File: src/rtl/bram_port_arbiter_pkg.sv
// Shared constants and types for the two-client BRAM port arbiter.
package bram_port_arbiter_pkg;

    localparam int CRED_W = 2;
    localparam logic [CRED_W-1:0] CRED_MAX = 2'd2;

    typedef logic client_id_t;

    // BRAM output register adds one cycle of read latency.
    function automatic int lat_of(input int pipelined);
        return (pipelined != 0) ? 2 : 1;
    endfunction

endpackage

File: src/rtl/bram_rsp_fifo.sv
// Two-entry fall-through response buffer for one client.
module bram_rsp_fifo #(
    parameter int DATA_WIDTH = 32
) (
    input  logic                  i_clk,
    input  logic                  i_rst,
    input  logic                  i_push,
    input  logic [DATA_WIDTH-1:0] i_wdata,
    input  logic                  i_pop,
    output logic                  o_valid,
    output logic [DATA_WIDTH-1:0] o_rdata
);

    logic [DATA_WIDTH-1:0] r_mem [2];
    logic                  r_wptr;
    logic                  r_rptr;
    logic [1:0]            r_cnt;
    logic                  w_empty;
    logic                  w_store;
    logic                  w_deq;

    assign w_empty = (r_cnt == 2'd0);
    // Data arriving at an empty buffer is presented at once; it is kept
    // only if the client does not take it in the same cycle.
    assign w_store = i_push & !(w_empty & i_pop);
    assign w_deq   = i_pop & !w_empty;
    assign o_valid = !w_empty | i_push;
    assign o_rdata = w_empty ? i_wdata : r_mem[r_rptr];

    always_ff @(posedge i_clk) begin
        if (w_store) begin
            r_mem[r_wptr] <= i_wdata;
        end
    end

    always_ff @(posedge i_clk) begin
        if (i_rst) begin
            r_wptr <= 1'b0;
            r_rptr <= 1'b0;
            r_cnt  <= 2'd0;
        end else begin
            if (w_store) begin
                r_wptr <= ~r_wptr;
            end
            if (w_deq) begin
                r_rptr <= ~r_rptr;
            end
            r_cnt <= r_cnt + {1'b0, w_store} - {1'b0, w_deq};
        end
    end

endmodule

File: src/rtl/bram_port_arbiter.sv
// Round-robin sharing of one BRAM port between two clients; read
// credits bound in-flight reads to the response buffer depth.
module bram_port_arbiter
    import bram_port_arbiter_pkg::*;
#(
    parameter int ADDR_WIDTH = 10,
    parameter int DATA_WIDTH = 32,
    parameter int PIPELINED  = 0
) (
    input  logic                  CLK,
    input  logic                  RST,
    input  logic                  req0_valid,
    output logic                  req0_ready,
    input  logic                  req0_write,
    input  logic [ADDR_WIDTH-1:0] req0_addr,
    input  logic [DATA_WIDTH-1:0] req0_wdata,
    input  logic                  req1_valid,
    output logic                  req1_ready,
    input  logic                  req1_write,
    input  logic [ADDR_WIDTH-1:0] req1_addr,
    input  logic [DATA_WIDTH-1:0] req1_wdata,
    output logic                  rsp0_valid,
    input  logic                  rsp0_ready,
    output logic [DATA_WIDTH-1:0] rsp0_rdata,
    output logic                  rsp1_valid,
    input  logic                  rsp1_ready,
    output logic [DATA_WIDTH-1:0] rsp1_rdata,
    output logic                  bram_en,
    output logic                  bram_we,
    output logic [ADDR_WIDTH-1:0] bram_addr,
    output logic [DATA_WIDTH-1:0] bram_di,
    input  logic [DATA_WIDTH-1:0] bram_do
);

    localparam int LAT = lat_of(PIPELINED);

    logic [1:0]            w_valid;
    logic [1:0]            w_write;
    logic [1:0]            w_elig;
    logic [1:0]            w_gnt;
    logic [1:0]            w_rd;
    logic [1:0]            w_ret;
    logic [1:0]            w_push;
    logic [1:0]            w_fvalid;
    logic [1:0]            w_rsp_valid;
    logic [1:0]            w_rsp_ready;
    logic [DATA_WIDTH-1:0] w_rdata [2];
    logic [CRED_W-1:0]     r_cred [2];
    client_id_t            r_prio;
    logic [LAT-1:0]        r_trk_v;
    client_id_t            r_trk_id [LAT];
    logic                  w_cap_v;
    client_id_t            w_cap_id;

    assign w_valid     = {req1_valid, req0_valid};
    assign w_write     = {req1_write, req0_write};
    assign w_rsp_ready = {rsp1_ready, rsp0_ready};

    // Reads need a free credit; writes never produce a response.
    always_comb begin
        w_elig = 2'b00;
        for (int c = 0; c < 2; c++) begin
            w_elig[c] = w_valid[c] & (w_write[c] | (r_cred[c] != '0));
        end
    end

    assign w_gnt[0] = !RST & w_elig[0] & (!w_elig[1] | (r_prio == 1'b0));
    assign w_gnt[1] = !RST & w_elig[1] & (!w_elig[0] | (r_prio == 1'b1));
    assign w_rd     = w_gnt & ~w_write;

    assign req0_ready = w_gnt[0];
    assign req1_ready = w_gnt[1];

    assign bram_en   = |w_gnt;
    assign bram_we   = |(w_gnt & w_write);
    assign bram_addr = w_gnt[1] ? req1_addr : req0_addr;
    assign bram_di   = w_gnt[1] ? req1_wdata : req0_wdata;

    always_ff @(posedge CLK) begin
        if (RST) begin
            r_prio <= 1'b0;
        end else if (w_gnt[0]) begin
            r_prio <= 1'b1;
        end else if (w_gnt[1]) begin
            r_prio <= 1'b0;
        end
    end

    always_ff @(posedge CLK) begin
        for (int c = 0; c < 2; c++) begin
            if (RST) begin
                r_cred[c] <= CRED_MAX;
            end else if (w_rd[c] & !w_ret[c]) begin
                r_cred[c] <= r_cred[c] - CRED_W'(1);
            end else if (!w_rd[c] & w_ret[c]) begin
                r_cred[c] <= r_cred[c] + CRED_W'(1);
            end
        end
    end

    // In-flight reads travel alongside the BRAM read pipeline.
    always_ff @(posedge CLK) begin
        if (RST) begin
            r_trk_v <= '0;
            for (int i = 0; i < LAT; i++) begin
                r_trk_id[i] <= 1'b0;
            end
        end else begin
            r_trk_v[0]  <= |w_rd;
            r_trk_id[0] <= w_rd[1];
            for (int i = 1; i < LAT; i++) begin
                r_trk_v[i]  <= r_trk_v[i-1];
                r_trk_id[i] <= r_trk_id[i-1];
            end
        end
    end

    assign w_cap_v  = r_trk_v[LAT-1];
    assign w_cap_id = r_trk_id[LAT-1];

    assign w_push[0] = !RST & w_cap_v & (w_cap_id == 1'b0);
    assign w_push[1] = !RST & w_cap_v & (w_cap_id == 1'b1);

    assign w_rsp_valid = w_fvalid & {2{!RST}};
    assign w_ret       = w_rsp_valid & w_rsp_ready;

    for (genvar c = 0; c < 2; c++) begin : g_fifo
        bram_rsp_fifo #(
            .DATA_WIDTH(DATA_WIDTH)
        ) u_fifo (
            .i_clk  (CLK),
            .i_rst  (RST),
            .i_push (w_push[c]),
            .i_wdata(bram_do),
            .i_pop  (w_ret[c]),
            .o_valid(w_fvalid[c]),
            .o_rdata(w_rdata[c])
        );
    end

    assign rsp0_valid = w_rsp_valid[0];
    assign rsp1_valid = w_rsp_valid[1];
    assign rsp0_rdata = w_rdata[0];
    assign rsp1_rdata = w_rdata[1];

endmodule
File: config.mk
export PLATFORM = sky130hd
export DESIGN_NAME = bram_port_arbiter
export DESIGN_NICKNAME = d
export VERILOG_FILES = /design/src/rtl/bram_port_arbiter_pkg.sv /design/src/rtl/bram_rsp_fifo.sv /design/src/rtl/bram_port_arbiter.sv
export SDC_FILE = /design/constraint.sdc
export NUM_CORES = 1
export LEC_CHECK = 0
export CORE_UTILIZATION = 40
export DETAILED_ROUTE_END_ITERATION = 16
export PLACE_DENSITY = 0.75
export SLEW_MARGIN = 20
export SYNTH_ARGS = -nofsm -noshare
export SYNTH_HDL_FRONTEND = slang
export SYNTH_SLANG_ARGS = --single-unit
File: constraint.sdc
create_clock -name CLK -period 3.05 [get_ports CLK]
set_clock_uncertainty 0.05 [all_clocks]
set_input_delay 0.61 -clock CLK [delete_from_list [all_inputs] [get_ports CLK]]
set_output_delay 0.61 -clock CLK [all_outputs]
set_load 0.02 [all_outputs]
==> results of run 1 <==
[stage by stage]
stage / setup TNS [ns] / std cells
5_1_grt: -4.921 / 986
2_1_floorplan: 0 / 495
3_3_place_gp: -17.13 / 937
6_report: -0.6137 / 986
4_1_cts: -2.245 / 985
3_5_place_dp: -20.37 / 937
[worst register-to-register path, delay by kind of cell, from the launching register on]
family | cells | cell delay (ns)
AO/OA/AOI/OAI | 1 | 0.45
adder cells (fa/ha/maj) | 1 | 0.17
AND/OR/NAND/NOR | 3 | 0.66
buffers and inverters | 3 | 0.30
flip-flops | 1 | 0.34
[cell usage in the layout (no fill, tap or decap), types with 4 or more instances in the layout]
| master | count |
|---|---|
| buf_6 | 44 |
| mux2_4 | 42 |
| bufinv_16 | 4 |
| inv_1 | 9 |
| buf_12 | 12 |
| mux2i_1 | 64 |
| buf_4 | 17 |
| nor2_1 | 15 |
| a211oi_1 | 4 |
| edfxtp_1 | 132 |
| dfxtp_1 | 11 |
| clkdlybuf4s50_1 | 189 |
| ha_1 | 4 |
| xnor2_1 | 5 |
| xor2_1 | 5 |
| buf_16 | 5 |
| nand2b_1 | 6 |
| clkbuf_16 | 17 |
| nand2_1 | 64 |
| o21ai_0 | 68 |
[power groups by stage]
| stage | combinational (W) | sequential, W | clock [W] |
|---|---|---|---|
| after detailed placement | 0.000912 | 0.00224 | 0 |
| final | 0.00102 | 0.00220 | 0.00214 |
| after CTS | 0.00102 | 0.00220 | 0.00218 |
| after floorplan | 0.000395 | 0.00224 | 0 |
| after global placement | 0.000897 | 0.00224 | 0 |
| after global routing | 0.00108 | 0.00220 | 0.00226 |
[registers in the layout, indices dropped and copies added (netlist names), named ones only]
register / count
g_fifo.u_fifo.r_rptr: 2
r_trk_v: 1
g_fifo.u_fifo.r_mem: 128
g_fifo.u_fifo.r_wptr: 2
r_trk_id: 1
g_fifo.u_fifo.r_cnt: 4
r_cred: 4
r_prio: 1
[worst min-delay path by stage]
stage                                  from                      end  slack [ns]  cells past startpoint
floorplan           g_fifo[1].u_fifo.r_rptr                 register        0.42                      2
global placement    g_fifo[1].u_fifo.r_rptr  g_fifo[1].u_fifo.r_rptr        0.44                      2
detailed placement  g_fifo[0].u_fifo.r_rptr                 register        0.45                      2
CTS                 g_fifo[0].u_fifo.r_rptr  g_fifo[0].u_fifo.r_rptr        0.47                      2
global route        g_fifo[1].u_fifo.r_rptr  g_fifo[1].u_fifo.r_rptr        0.51                      2
finish              g_fifo[1].u_fifo.r_rptr  g_fifo[1].u_fifo.r_rptr        0.47                      2
[what timing repair did]
action	in CTS	in global routing
setup buffers	9	2
resized for setup	304	8
setup endpoints to repair	45	43
hold buffers	0	0
pin swaps	3	1
gates cloned	7	0
[cell usage after synthesis, types with 2 or more instances]
cell type  number  share of area, %
a31oi_1         2              0.19
a21oi_1         3              0.23
inv_1           9              0.51
buf_1           2              0.11
nand2_1        64               3.6
a211oi_1        4              0.45
nor3b_1         3              0.34
nand2b_1        6              0.57
nor2_1         18               1.0
xor2_1          5              0.66
ha_1            5              0.95
mux2i_1        64               9.7
buf_6           5              0.85
o21ai_0        68               5.1
buf_2           5              0.38
and2_1          2              0.19
xnor2_1         5              0.66
clkbuf_1       17              0.96
edfxtp_1      132                60
dfxtp_1        13               3.9
mux2_4          2              0.45
nor3_1          3              0.23
nor2b_1         6              0.57
mux2_2         40               6.8
[cells by family after synthesis]
family	count (synthesis)	synth area share, %
AND/OR/NAND/NOR	109	7.410
adder cells (fa/ha/maj)	5	0.9452
buffers and inverters	38	2.817
multiplexers	106	16.94
flip-flops	145	63.82
XOR/XNOR	10	1.323
AO/OA/AOI/OAI	82	6.749
[cell type report]
cell class              instances  area [um^2]  share of cell area [%]
clock buffers                  18        429.2                   4.080
well taps                     216        270.3                   2.569
repair buffers                272         2944                   27.99
flip-flops and latches        145         4227                   40.18
clock inverters                14        186.4                   1.772
multi-input cells             312         2429                   23.09
inverters                       9        33.78                  0.3212
[metal layers]
layer  global-route usage, %  wire (um)  vias to the layer above
met5                       0          0                        -
met4                   8.587        346                        0
met3                   3.787        725                       24
met2                   37.88       9285                      140
met1                   25.11       7577                     2392
li1                        -          -                     2361
==> impl_metrics.tcl, run 1 <==
set metrics [dict create \
    cts_tree "yes" \
    place_area_um2 9414 \
    place_congestion 0.8472 \
    root_buffer "clkbuf_16" \
    drt-total-wl_um 17940 \
    nets 886 \
    worst_pin_slew_ns 0.5426 \
    grt_max_degree 66 \
    crit_path_frequent_cell "buf_6" \
    critical_path_class "input pin to output port" \
    finish.utilization_pct 65.74 \
    synthCells 495 \
    cpLargestDelayFamily "buffers and inverters" \
    path_max_fanout 5 \
    cap_violations 0 \
    area_delta_synth_final_pct 58.92 \
    place_hpwl_um 11330 \
    r2r_setup_slack_ns 0.82 \
    crit_end "bram_di[29]" \
    drv_slew 0 \
    timing.rr.start "r_cred[0][0]" \
    seq_power_share_pct 41.0 \
    cts.sinks 145 \
    antenna_found_initial 0 \
    cp-end-kind "output port" \
    synth_seq_area_share_pct 63.82 \
    p_clk_share_pct 39.9 \
    leakage_nw 3.896 \
    htreeDepth 4 \
    powerDensity_nw_per_um2 510.3 \
    cp-startpoint "req0_valid" \
    wire_per_inst_um 18.19 \
    comb_power_share_pct 19.0 \
    cp_cell_sequence "clkdlybuf4s50_1 -> nand2b_1 -> nor2_4 -> nor4bb_4 -> buf_4 -> buf_6 -> buf_8 -> mux2_4 -> buf_6" \
    grt_pass1_vias 5038 \
    die_w_um 130.6 \
    synthArstFlopShare_pct 0 \
    numCtsBuffers 17 \
    port_buffers 235 \
    cts_buffer_depth 2 \
    rr_endpoint "r_cred[1][0]" \
    hold_class "register to register" \
    antennaDiodeCount 0 \
    die_y_um 130.6 \
    cp_data_arrival_time_ns 2.43 \
    worst_slack_ns -0.04366 \
    overflow 0 \
    vias 4917 \
    antenna_left 0 \
    status "finished with violations" \
    cp.depth 9 \
    setup_viol_count_final 36 \
    rows 46 \
    syn_nets 624 \
    netlist_area_um2 6619 \
    critical_path_required_ns 2.39 \
    synth-warning-count 0 \
    coreArea_um2 16000 \
    synth.distinct_cells 36 \
    ys_seq_elements 145 \
    fin_crit_ns 3.094 \
    slew_headroom_pct 63.45 \
    finalHoldViolations 0 \
    grt_pass1_wl_um 26580 \
    drt_iter0_drc 164 \
    synth.avg_cell_area_um2 13.37 \
    crit_buf_inv 5 \
    fill_cells 1168 \
    swShare_pct 23.39 \
    rsz0062_at_grt "true" \
    crit_slowest_cell "clkdlybuf4s50_1" \
    start_util_pct 41.37 \
    violations "negative setup slack" \
    boundaryPins 236 \
    worst_r2r_path_depth 8 \
    fin_crit_sh_pct 101.4 \
    layout-drive-gt1-share_pct 21.30 \
    finalInstanceArea_um2 10520 \
    clk_latency_ns 0.41 \
    dieArea_um2 17070 \
    power_switching_w 0.001255 \
    vias_per_cell 4.987 \
    synth_edf_count 132 \
    critPathMaxStageDelay_ns 0.43 \
    ir_worst_vdd_mv 0.4353 \
    track_usage_pct 21.17 \
    place_ws_ns -0.4960 \
    power.internal_w 0.004113 \
    power_w 0.005368 \
    start_kind "input pin" \
    clk_pin_slew_worst_paths_ns 0.06 \
    first_pass_iters 4 \
    hold_slack_ns 0.4696 \
    synth-main-ff-cell "edfxtp_1" \
    post-route-drc-count 0 \
    fmax_ghz 0.3232 \
]
Power figures use the tool's default switching activity.
==> run 2: changes to the inputs <==
GPL_ROUTABILITY_DRIVEN = 0   (was unset)
==> results of run 2 <==
Same layout as run 1: the final DEF is identical, and so are final timing and power.
==> patch (flow settings as in run 1) <==
Make the reset (`RST` and `i_rst`) asynchronous in 3 clocked blocks.
--- a/src/rtl/bram_rsp_fifo.sv
+++ b/src/rtl/bram_rsp_fifo.sv
@@ -33,7 +33,7 @@
         end
     end
 
-    always_ff @(posedge i_clk) begin
+    always_ff @(posedge i_clk or posedge i_rst) begin
         if (i_rst) begin
             r_wptr <= 1'b0;
             r_rptr <= 1'b0;
--- a/src/rtl/bram_port_arbiter.sv
+++ b/src/rtl/bram_port_arbiter.sv
@@ -76,7 +76,7 @@
     assign bram_addr = w_gnt[1] ? req1_addr : req0_addr;
     assign bram_di   = w_gnt[1] ? req1_wdata : req0_wdata;
 
-    always_ff @(posedge CLK) begin
+    always_ff @(posedge CLK or posedge RST) begin
         if (RST) begin
             r_prio <= 1'b0;
         end else if (w_gnt[0]) begin
@@ -99,7 +99,7 @@
     end
 
     // In-flight reads travel alongside the BRAM read pipeline.
-    always_ff @(posedge CLK) begin
+    always_ff @(posedge CLK or posedge RST) begin
         if (RST) begin
             r_trk_v <= '0;
             for (int i = 0; i < LAT; i++) begin
Check against the original RTL: differs if RST is asserted again (counterexample within 4 cycles, from zero or initial values and one cycle with RST high); with RST held inactive, the same outputs for 4 cycles.
==> patch against run 1 <==
Hold slack got worse by 0.0040 ns. Worst setup slack improved by 0.10 ns. Wire length up 6.3%. Design area fell by 5.5%. Via count fell by 1.1%. Count of clock-buffer cells in the layout increased by 2. Sequential cell count fell by 2. Area after synthesis shrank 0.78%. Global-route usage grew 1.4 points. Largest cell class unchanged.
Power is not compared: it rests on default switching activity, and its combinational part moved more than twofold at a synthesized area within 25%.
==> patch: results (changes against run 1) <==
PostCTS Resize Cnt 128 (-58%); Area contributors post-synth edfxtp_1, mux2i_1, mux2_2; commonest cells in the netlist edfxtp_1, mux2i_1, mux2_2, nor2_1; nets 865 (-2.4%); placed insts 926 (-1.2%); FFs w/ async S/R, synth 7.69% (+7.7 points); Critical Path Fanout Max 13 (+8); total routed wirelength 19100 µm (+6.3%); RD Place Congestion 0.864 (+2.0%); Place WS -0.253 ns (+0.243 ns); WP data arrival 2.33 ns (-0.10 ns); Via density 5.02 (+0.70%); first-pass GRT wire length 27300 µm (+2.6%); fin cells 968 (-1.8%); Synth Area per Inst 13.8 µm² (+3.0%); Post-DP HPWL 13400 µm (+18%); Post-Syn Nets 606 (-2.9%); Seq/Total Area, Yosys 64.5% (+0.73 points); Slew Limit Headroom 61.8% (-1.6 points); Cell Area, Placed 0.00937 mm² (-0.47%); outcome finished clean; Pwr Total around 8.2 mW; total track usage 22.6% (+1.4 points); FILL cells 1231 (+5.4%); initial antenna violation count 3 (+3); largest net degree at the start of global routing 34 (-48%); vias in the first global route 4952 (-1.7%); Netlist cell types 41 (+14%)
==> patch: cells by family (layout without fill, tap and decap cells) <==
kind of cell / count (synthesis) / after routing / synth area share, %
AOI/OAI and AO/OA: 78 / 78 / 6.65
other: 0 / 3 / 0
and+or+nand+nor: 96 / 97 / 6.50
buffers and inverters: 37 / 308 / 2.71
xor gates and xnor gates: 11 / 11 / 1.47
adders and majority gates: 5 / 5 / 0.953
DFF: 143 / 143 / 64.5
muxes: 107 / 107 / 17.2
==> patch: layer usage <==
layer  track usage (%)  share of wire (%)  routed length, µm  up-vias
met3              5.70                5.7               1080       24
met4              13.5                4.0                769        0
met2              41.7                 54              10400      191
met1              22.8                 36               6840     2351
li1                  -                  -                  -     2295
met5                 0                  0                  0        -
==> patch: worst paths after layout <==
kind	from	to	slack (ns)	cells past startpoint
setup / recovery	req0_write	bram_di[21]	0.06	8
hold / removal	g_fifo[0].u_fifo.r_rptr	g_fifo[0].u_fifo.r_rptr	0.47	1
setup reg to reg	g_fifo[0].u_fifo.r_cnt[0]	g_fifo[0].u_fifo.r_cnt[1]	0.76	8
hold reg to reg	g_fifo[0].u_fifo.r_rptr	g_fifo[0].u_fifo.r_rptr	0.47	1
max in group asynchronous	RST	g_fifo[1].u_fifo.r_rptr	2.12	3
min in group asynchronous	RST	r_trk_id	0.64	3
==> patch: worst max-delay path: stages <==
cell             delay, ns
clkdlybuf4s50_1       0.48
nor2b_4               0.17
nor2_2                0.07
nor2_4                0.11
buf_4                 0.13
bufbuf_16             0.27
mux2_2                0.33
buf_2                 0.16
==> patch: final cells by class <==
type	instances	share of cell area, %
Timing Repair Buffer	266	25.9
Multi-Input combinational cell	298	22.1
Clock buffer	20	4.49
Sequential cell	143	42.7
Clock inverter	12	1.61
Tap cell	216	2.72
Antenna cell	3	0.0755
Inverter	10	0.378
